[src/rtl/frame_decode_pipe.sv]
// Pixel owner resolution (map / car sprites), packed-SRAM addressing and RGB332 -> RGB888 output.
// Define FRAME_DECODE_SNAPSHOT_EN to latch car state on i_frame_start instead of using live inputs.
module frame_decode_pipe #(
    parameter int unsigned NUM_CARS = 2,
    parameter int unsigned H_W      = 10,
    parameter int unsigned V_W      = 9,
    parameter int unsigned MAP_W    = 640,
    parameter int unsigned MAP_H    = 480,
    parameter int unsigned SPRITE   = 32,
    parameter int unsigned SRAM_LAT = 1,
    parameter int unsigned PPW      = 2,
    parameter int unsigned DATA_W   = 16,
    parameter int unsigned ADDR_W   = 20,
    parameter int unsigned MASS_W   = 2
) (
    input  logic                        i_clk,
    input  logic                        i_rst,
    input  logic                        i_pix_valid,
    input  logic [H_W-1:0]              i_VGA_H,
    input  logic [V_W-1:0]              i_VGA_V,
    input  logic                        i_frame_start,
    input  logic [NUM_CARS*(H_W+1)-1:0] i_car_x,
    input  logic [NUM_CARS*(V_W+1)-1:0] i_car_y,
    input  logic [NUM_CARS*MASS_W-1:0]  i_car_mass,
    output logic [ADDR_W-1:0]           o_sram_addr,
    input  logic [DATA_W-1:0]           i_sram_data,
    output logic [23:0]                 o_color,
    output logic                        o_color_valid,
    output logic [2:0]                  o_object_id
);
    localparam int unsigned DXW       = H_W + 2;
    localparam int unsigned DYW       = V_W + 2;
    localparam int unsigned SB_D      = SRAM_LAT + 1;
    localparam int unsigned CAR_BASE  = MAP_W * MAP_H / PPW;
    localparam int unsigned CAR_WORDS = SPRITE * SPRITE / PPW;

    typedef struct packed {
        logic              valid;
        logic [2:0]        obj;
        logic              sub;
        logic [MASS_W-1:0] mass;
    } sb_t;

    logic [NUM_CARS*(H_W+1)-1:0] car_x;
    logic [NUM_CARS*(V_W+1)-1:0] car_y;
    logic [NUM_CARS*MASS_W-1:0]  car_mass;

`ifdef FRAME_DECODE_SNAPSHOT_EN
    logic [NUM_CARS*(H_W+1)-1:0] car_x_q, car_x_d;
    logic [NUM_CARS*(V_W+1)-1:0] car_y_q, car_y_d;
    logic [NUM_CARS*MASS_W-1:0]  car_mass_q, car_mass_d;

    always_comb begin
        car_x_d    = car_x_q;
        car_y_d    = car_y_q;
        car_mass_d = car_mass_q;
        if (i_frame_start) begin
            car_x_d    = i_car_x;
            car_y_d    = i_car_y;
            car_mass_d = i_car_mass;
        end
    end

    always_ff @(posedge i_clk) begin
        if (i_rst) begin
            car_x_q    <= '0;
            car_y_q    <= '0;
            car_mass_q <= '0;
        end else begin
            car_x_q    <= car_x_d;
            car_y_q    <= car_y_d;
            car_mass_q <= car_mass_d;
        end
    end

    // A pixel coincident with the pulse still sees the pre-pulse shadow.
    assign car_x    = car_x_q;
    assign car_y    = car_y_q;
    assign car_mass = car_mass_q;
`else
    logic unused_frame_start;
    assign unused_frame_start = i_frame_start;
    assign car_x    = i_car_x;
    assign car_y    = i_car_y;
    assign car_mass = i_car_mass;
`endif

    logic [DXW-1:0]    dx;
    logic [DYW-1:0]    dy;
    logic [31:0]       index_s0;
    logic [ADDR_W-1:0] addr_s0;
    logic [2:0]        obj_s0;
    logic              sub_s0;
    logic [MASS_W-1:0] mass_s0;

    // Descending scan so the lowest-numbered hitting car is written last and wins.
    always_comb begin
        obj_s0   = '0;
        mass_s0  = '0;
        dx       = '0;
        dy       = '0;
        index_s0 = 32'(i_VGA_V) * MAP_W + 32'(i_VGA_H);
        addr_s0  = ADDR_W'(index_s0 / PPW);
        for (int k = int'(NUM_CARS) - 1; k >= 0; k--) begin
            dx = {2'b00, i_VGA_H} - {car_x[k*(H_W+1)+H_W], car_x[k*(H_W+1) +: H_W+1]};
            dy = {2'b00, i_VGA_V} - {car_y[k*(V_W+1)+V_W], car_y[k*(V_W+1) +: V_W+1]};
            if (!dx[DXW-1] && (dx < DXW'(SPRITE)) && !dy[DYW-1] && (dy < DYW'(SPRITE))) begin
                obj_s0   = 3'(k + 1);
                mass_s0  = car_mass[k*MASS_W +: MASS_W];
                index_s0 = 32'(dy) * SPRITE + 32'(dx);
                addr_s0  = ADDR_W'(CAR_BASE + 32'(k) * CAR_WORDS + index_s0 / PPW);
            end
        end
        sub_s0 = (PPW == 2) ? index_s0[0] : 1'b0;
    end

    logic [ADDR_W-1:0] sram_addr_q, sram_addr_d;
    sb_t               sb_q [SB_D];
    sb_t               sb_d [SB_D];
    logic [23:0]       color_q, color_d;
    logic              color_valid_q, color_valid_d;
    logic [2:0]        object_id_q, object_id_d;
    sb_t               tail;
    logic [7:0]        pix, red, grn, blu;

    assign tail = sb_q[SB_D-1];

    always_comb begin
        sram_addr_d    = addr_s0;
        sb_d[0].valid  = i_pix_valid;
        sb_d[0].obj    = obj_s0;
        sb_d[0].sub    = sub_s0;
        sb_d[0].mass   = mass_s0;
        for (int i = 1; i < int'(SB_D); i++) begin
            sb_d[i] = sb_q[i-1];
        end

        pix = tail.sub ? 8'(i_sram_data >> 8) : i_sram_data[7:0];
        red = {pix[7:5], pix[7:5], pix[7:6]};
        grn = {pix[4:2], pix[4:2], pix[4:3]};
        blu = {4{pix[1:0]}};
        if (tail.obj != 3'd0) begin
            blu = blu | (8'(tail.mass) << (8 - MASS_W));
        end
        color_d       = tail.valid ? {red, grn, blu} : 24'd0;
        color_valid_d = tail.valid;
        object_id_d   = tail.valid ? tail.obj : 3'd0;
    end

    always_ff @(posedge i_clk) begin
        if (i_rst) begin
            sram_addr_q   <= '0;
            color_q       <= '0;
            color_valid_q <= 1'b0;
            object_id_q   <= '0;
            for (int i = 0; i < int'(SB_D); i++) begin
                sb_q[i] <= '0;
            end
        end else begin
            sram_addr_q   <= sram_addr_d;
            color_q       <= color_d;
            color_valid_q <= color_valid_d;
            object_id_q   <= object_id_d;
            for (int i = 0; i < int'(SB_D); i++) begin
                sb_q[i] <= sb_d[i];
            end
        end
    end

    assign o_sram_addr   = sram_addr_q;
    assign o_color       = color_q;
    assign o_color_valid = color_valid_q;
    assign o_object_id   = object_id_q;
endmodule

[config.mk]
export PLATFORM = sky130hd
export DESIGN_NAME = frame_decode_pipe
export DESIGN_NICKNAME = d
export VERILOG_FILES = /design/src/rtl/frame_decode_pipe.sv
export SDC_FILE = /design/constraint.sdc
export NUM_CORES = 1
export LEC_CHECK = 0
export ABC_CLOCK_PERIOD_IN_PS = 12700
export CORE_ASPECT_RATIO = 1.1
export CORE_MARGIN = 1
export CORE_UTILIZATION = 54
export DETAILED_ROUTE_END_ITERATION = 7
export PLACE_DENSITY = 0.95
export REMOVE_ABC_BUFFERS = 1
export SLEW_MARGIN = 20
export SYNTH_ARGS = -nofsm -noshare
export SYNTH_HDL_FRONTEND = slang
export SYNTH_SLANG_ARGS = --single-unit
[constraint.sdc]
create_clock -name i_clk -period 12.7 [get_ports i_clk]
set_input_delay 1.27 -clock i_clk [delete_from_list [all_inputs] [get_ports i_clk]]
set_output_delay 1.27 -clock i_clk [all_outputs]
set_load 0.005 [all_outputs]
# Word-level counts from Yosys, hierarchy flattened
# Memories as Yosys holds them, arrays and structs flattened.
# Index checks and enable logic that the tools add are counted.
# totals
register_bits	48
latch_bits	0
mem_bits_rw	14
mem_bits_ro	0
wordCells	50
memories	1
# memory_table
name	depth	width	rd	rd_ports_with_merged_regs	wr	line_no	rtl
sb_q	2	7	2	0	2	118	sb_t sb_q [SB_D];
# classes
addsub	9
mul	1
div	0
magnitude_cmp	4
eq_ne	0
shift	0
n_mux	15
bitwise	4
reduce_logical	12
# ops
cell	count
$add A18 B16 Y19 const A	2
$mux W19	2
$add A16 B12 Y17	2
$lt A12 B6 Y1 const B	2
$sub A11 B11 Y12	2
$lt A11 B6 Y1 const B	2
$sub A10 B10 Y11	2
$add A19 B10 Y20	1
$mux W8	2
$mux W7	2
$mul A9 B3 Y12 const B	1
$or A8 B8 Y8	1
$logic_and A1 B1 Y1	6
$mux W2	3
$mux W1	5
$logic_not A1 Y1	4
$mux W3	1
$reduce_bool A3 Y1	1
$or A1 B1 Y1	2
$reduce_or A2 Y1	1
$not A1 Y1	1

# Longest topological paths before layout
# depth
ltp_word	8
depth_mapped	20
ltp_nobuf	20

# Worst setup path before layout
# OpenSTA, ideal clock, no wires.
# synth_timing
path_type	input to register
start	input i_car_x[12]
end	register sram_addr_q[11], in the netlist o_sram_addr[11]
arrival_time_ns	4.876
required_ns	12.580
path_slack_ns	7.705
stages	19
path_cell_list	inv_1 -> ha_1 -> nor2b_1 -> o31ai_1 -> a21oi_1 -> o21a_1 -> o21a_1 -> or2_2 -> inv_1 -> ha_1 -> a21o_1 -> maj3_1 -> maj3_1 -> and2_1 -> nor2_1 -> xnor2_1 -> ha_1 -> xnor2_1 -> a211o_1
# synth_via
elab_chain_len	7
# synth_lines
item	line_no	rtl
from (decl)	22	input logic [NUM_CARS*(H_W+1)-1:0] i_car_x,
$sub A11 B11 Y12 (*)	105	dx = {2'b00, i_VGA_H} - {car_x[k*(H_W+1)+H_W], car_x[k*(H_W+1) +: H_W+1]};
parallel branches: the longest is 4 deep, another holds $add A18 B16 Y19	--	
$mux W19 (*) (2 in series)	107	if (!dx[DXW-1] && (dx < DXW'(SPRITE)) && !dy[DYW-1] && (dy < DYW'(SPRITE))) begin
to (signal assigned)	160	sram_addr_q <= sram_addr_d;
to (decl)	117	logic [ADDR_W-1:0] sram_addr_q, sram_addr_d;
# Every way passes the cells marked *.
# A chain may end at the register's enable or synchronous reset.

# Worst setup path after layout
# Ends and elaborated chain as after synthesis.

==> impl_metrics.csv <==
group,metric,value,unit
sta,slew-limit-headroom,32.18,%
pwr,p_per_area,93.30,mW/mm2
sta,setup_viol,0,
placement,place_congestion,0.9282,
die,placementRows,36,
status,status,"finished clean",
worst_setup_path,worstSetupEndpointType,"flip-flop",
sta,fin_setup_tns,0,ns
route,viasPerCell,5.788,
worst_setup_path,required,12.90,ns
clock_network,htreeDepth,2,
sta,slew_viol_final,0,
clock_network,cts_tree,"done",
final_layout,synthToLayoutAreaGrowth,27.13,%
grt,grt_pass1_wl,21680,um
yosys,synth_top_area_cell,"dfxtp_1",
placement,port_buffers,129,
yosys,postSynthAreaPerCell,8.123,um2
clock_network,clock_latency,0.30,ns
yosys,synth_top_area_share,17.49,%
worst_setup_path,path_max_fanout,3,
route,drtIter0Drc,238,
hold_path,hold_class,"reg -> reg",
sta,period_share,43.70,%
yosys,synth_cells,620,
worst_setup_path,rrSetupSlack,11.50,ns
placement,post-place-cells,836,
placement,dp_worst_setup_slack,6.858,ns
yosys,ys_seq_area_share,17.49,%
clock_network,cts.sinks,44,
clock_network,postCtsSetupBuffers,0,
final_layout,n_antenna_cell,0,
worst_setup_path,arrival,5.75,ns
yosys,synth_edf_count,0,
yosys,synthArstFlopShare,0,%
final_layout,nFillCells,666,
route,wl,13470,um
clock_network,cts_buffer_depth,2,
job,max-cap-violations,0,
sta,whs,0.4299,ns
final_layout,fin_cells,844,
sta,rsz0062_at_grt,"no",
sta,period_minus_slack,5.550,ns
clock_network,ctsResizeCount,0,
worst_setup_path,cp-start-kind,"input port",
route,first_pass_iters,5,
clock_network,cts_hold_buffers,0,
clock_network,cts_buffers,5,
route,post_drt_wl_per_cell,15.96,um
die,dieHeight,103.3,um
sta,fin_ws,7.150,ns
die,io_pins,133,
pwr,p_total,0.0005974,W
sta,fmax,180.2,MHz
yosys,synth_common_cells,"ha_1 (69), inv_1 (65), nor2_1 (59)",
sta,fin_skew,0.006452,ns
die,die_w,94.08,um
yosys,yosys_warnings,0,
clock_network,cts_root_buffer,"clkbuf_8",
final_layout,nNetsFinal,891,
final_layout,multi_input_area,0.003721,mm2
die,initial_core_util,56.18,%
route,dr_total_vias,4885,
yosys,synth_flop_cell,"dfxtp_1",
worst_setup_path,worstSetupPathType,"in -> reg",
grt,grt_overflow,0,
final_layout,drive_gt1_share,3.836,%
yosys,yosys.cell_types.count,69,
yosys,ys_seq_elements,44,
die,dieArea,0.009717,mm2
route,ant_nets,0,
sta,hold_violations,0,
pwr,ir_drop,0.04998,mV
die,coreArea,0.008964,mm2
final_layout,seqCellArea,880.8,um2
grt,grt_max_degree,30,
grt,antenna_found_initial,0,
yosys,synth_area_leaders,"dfxtp_1 (17%), ha_1 (17%), xnor2_1 (6.3%)",
placement,dp_hpwl,11150,um
yosys,syn-cell-area,0.005036,mm2
route,post-route-drc-count,0,
clock_network,clkTransAtPathRegs,0.08,ns
sta,worstMarginPinSlew,1.010,ns
pwr,p_leak,2.862,nW
yosys,yosysMostFrequentCell,"ha_1",
grt,grt_pass1_vias,5000,
grt,grtUsageTotal,28.23,%
[report_power, final]
group | total [W] | internal (W) | switching, W
logic | 0.000339 | 0.000165 | 0.000174
registers | 0.000149 | 0.000146 | 0.00000300
clock network | 0.000110 | 0.0000592 | 0.0000503
total | 0.000597 | 0.000370 | 0.000227
[cells in the final DEF (no fill, tap or decap), types with 13 or more instances in the layout]
| cell type | synthesis | layout |
|---|---|---|
| inv_1 | 65 | 65 |
| dfxtp_1 | 44 | 44 |
| a21o_1 | 13 | 13 |
| xnor2_1 | 36 | 36 |
| o21a_1 | 16 | 16 |
| nor2b_1 | 20 | 20 |
| nand2_1 | 21 | 21 |
| mux2i_1 | 17 | 17 |
| ha_1 | 69 | 69 |
| xor2_1 | 17 | 17 |
| clkdlybuf4s50_1 | 0 | 129 |
| nor2_1 | 59 | 59 |
| nand2b_1 | 17 | 17 |
| a21oi_1 | 42 | 42 |
| o21ai_0 | 20 | 20 |
| a211oi_1 | 18 | 18 |
[critical path, stage by stage]
cell and delay, ns:
clkdlybuf4s50_1 0.50, inv_1 0.05, ha_1 0.25, nor2b_1 0.15
o31ai_1 0.30, a21oi_1 0.17, o21a_1 0.21, o21a_1 0.17
or2_2 0.30, inv_1 0.07, ha_1 0.26, a21o_1 0.19
maj3_1 0.38, maj3_1 0.40, and2_1 0.19, nor2_1 0.12
xnor2_1 0.09, ha_1 0.22, xnor2_1 0.13, a211o_1 0.30
[flip-flops by register name, indices dropped and copies added, names as in the netlist]
signal         count
o_sram_addr       19
sb_q              12
o_color           10
o_object_id        2
o_color_valid      1
[routing by layer]
layer	share of wire (%)	GRT usage [%]	vias up	wire length, um
met4	4.3	14.91	0	583
met2	52	56.82	218	6967
met1	37	27.69	2237	5020
met5	0	0	-	0
met3	6.7	4.094	57	898
li1	-	-	2373	-
[final timing paths]
check                            startpoint         endpoint  cells past startpoint
worst max register to register   sb_q[0][9]       o_color[6]                      3
worst max-delay path            i_car_x[12]  o_sram_addr[11]                     20
worst min-delay path             sb_q[0][7]       o_color[6]                      1
worst min register to register   sb_q[0][7]       o_color[6]                      1
[through the flow]
step / util [%] / area [um2]
2_1_floorplan: - / 4846
3_3_place_gp: 70.14 / 6287
3_5_place_dp: 70.14 / 6287
4_1_cts: 71.43 / 6402
5_1_grt: 71.43 / 6402
6_report: 71.43 / 6402
[cells by family after synthesis]
logic type	count (synthesis)	synth area share [%]
AO/OA/AOI/OAI	154	21.04
multiplexers	21	4.422
XOR/XNOR	53	9.217
AND/OR/NAND/NOR	171	17.86
other	1	0.07446
adder cells (fa/ha/maj)	81	21.12
flip-flops	44	17.49
buffers and inverters	95	8.770
[final cells by class]
| class | instances | share of cell area [%] |
|---|---|---|
| multi-input cells | 483 | 58.12 |
| repair buffers | 130 | 20.29 |
| flip-flops and latches | 44 | 13.76 |
| inverters | 65 | 3.811 |
| well taps | 114 | 2.228 |
| clock buffers | 5 | 1.075 |
| clock inverters | 3 | 0.7231 |
Note: power is estimated with default switching activity, not from simulation.
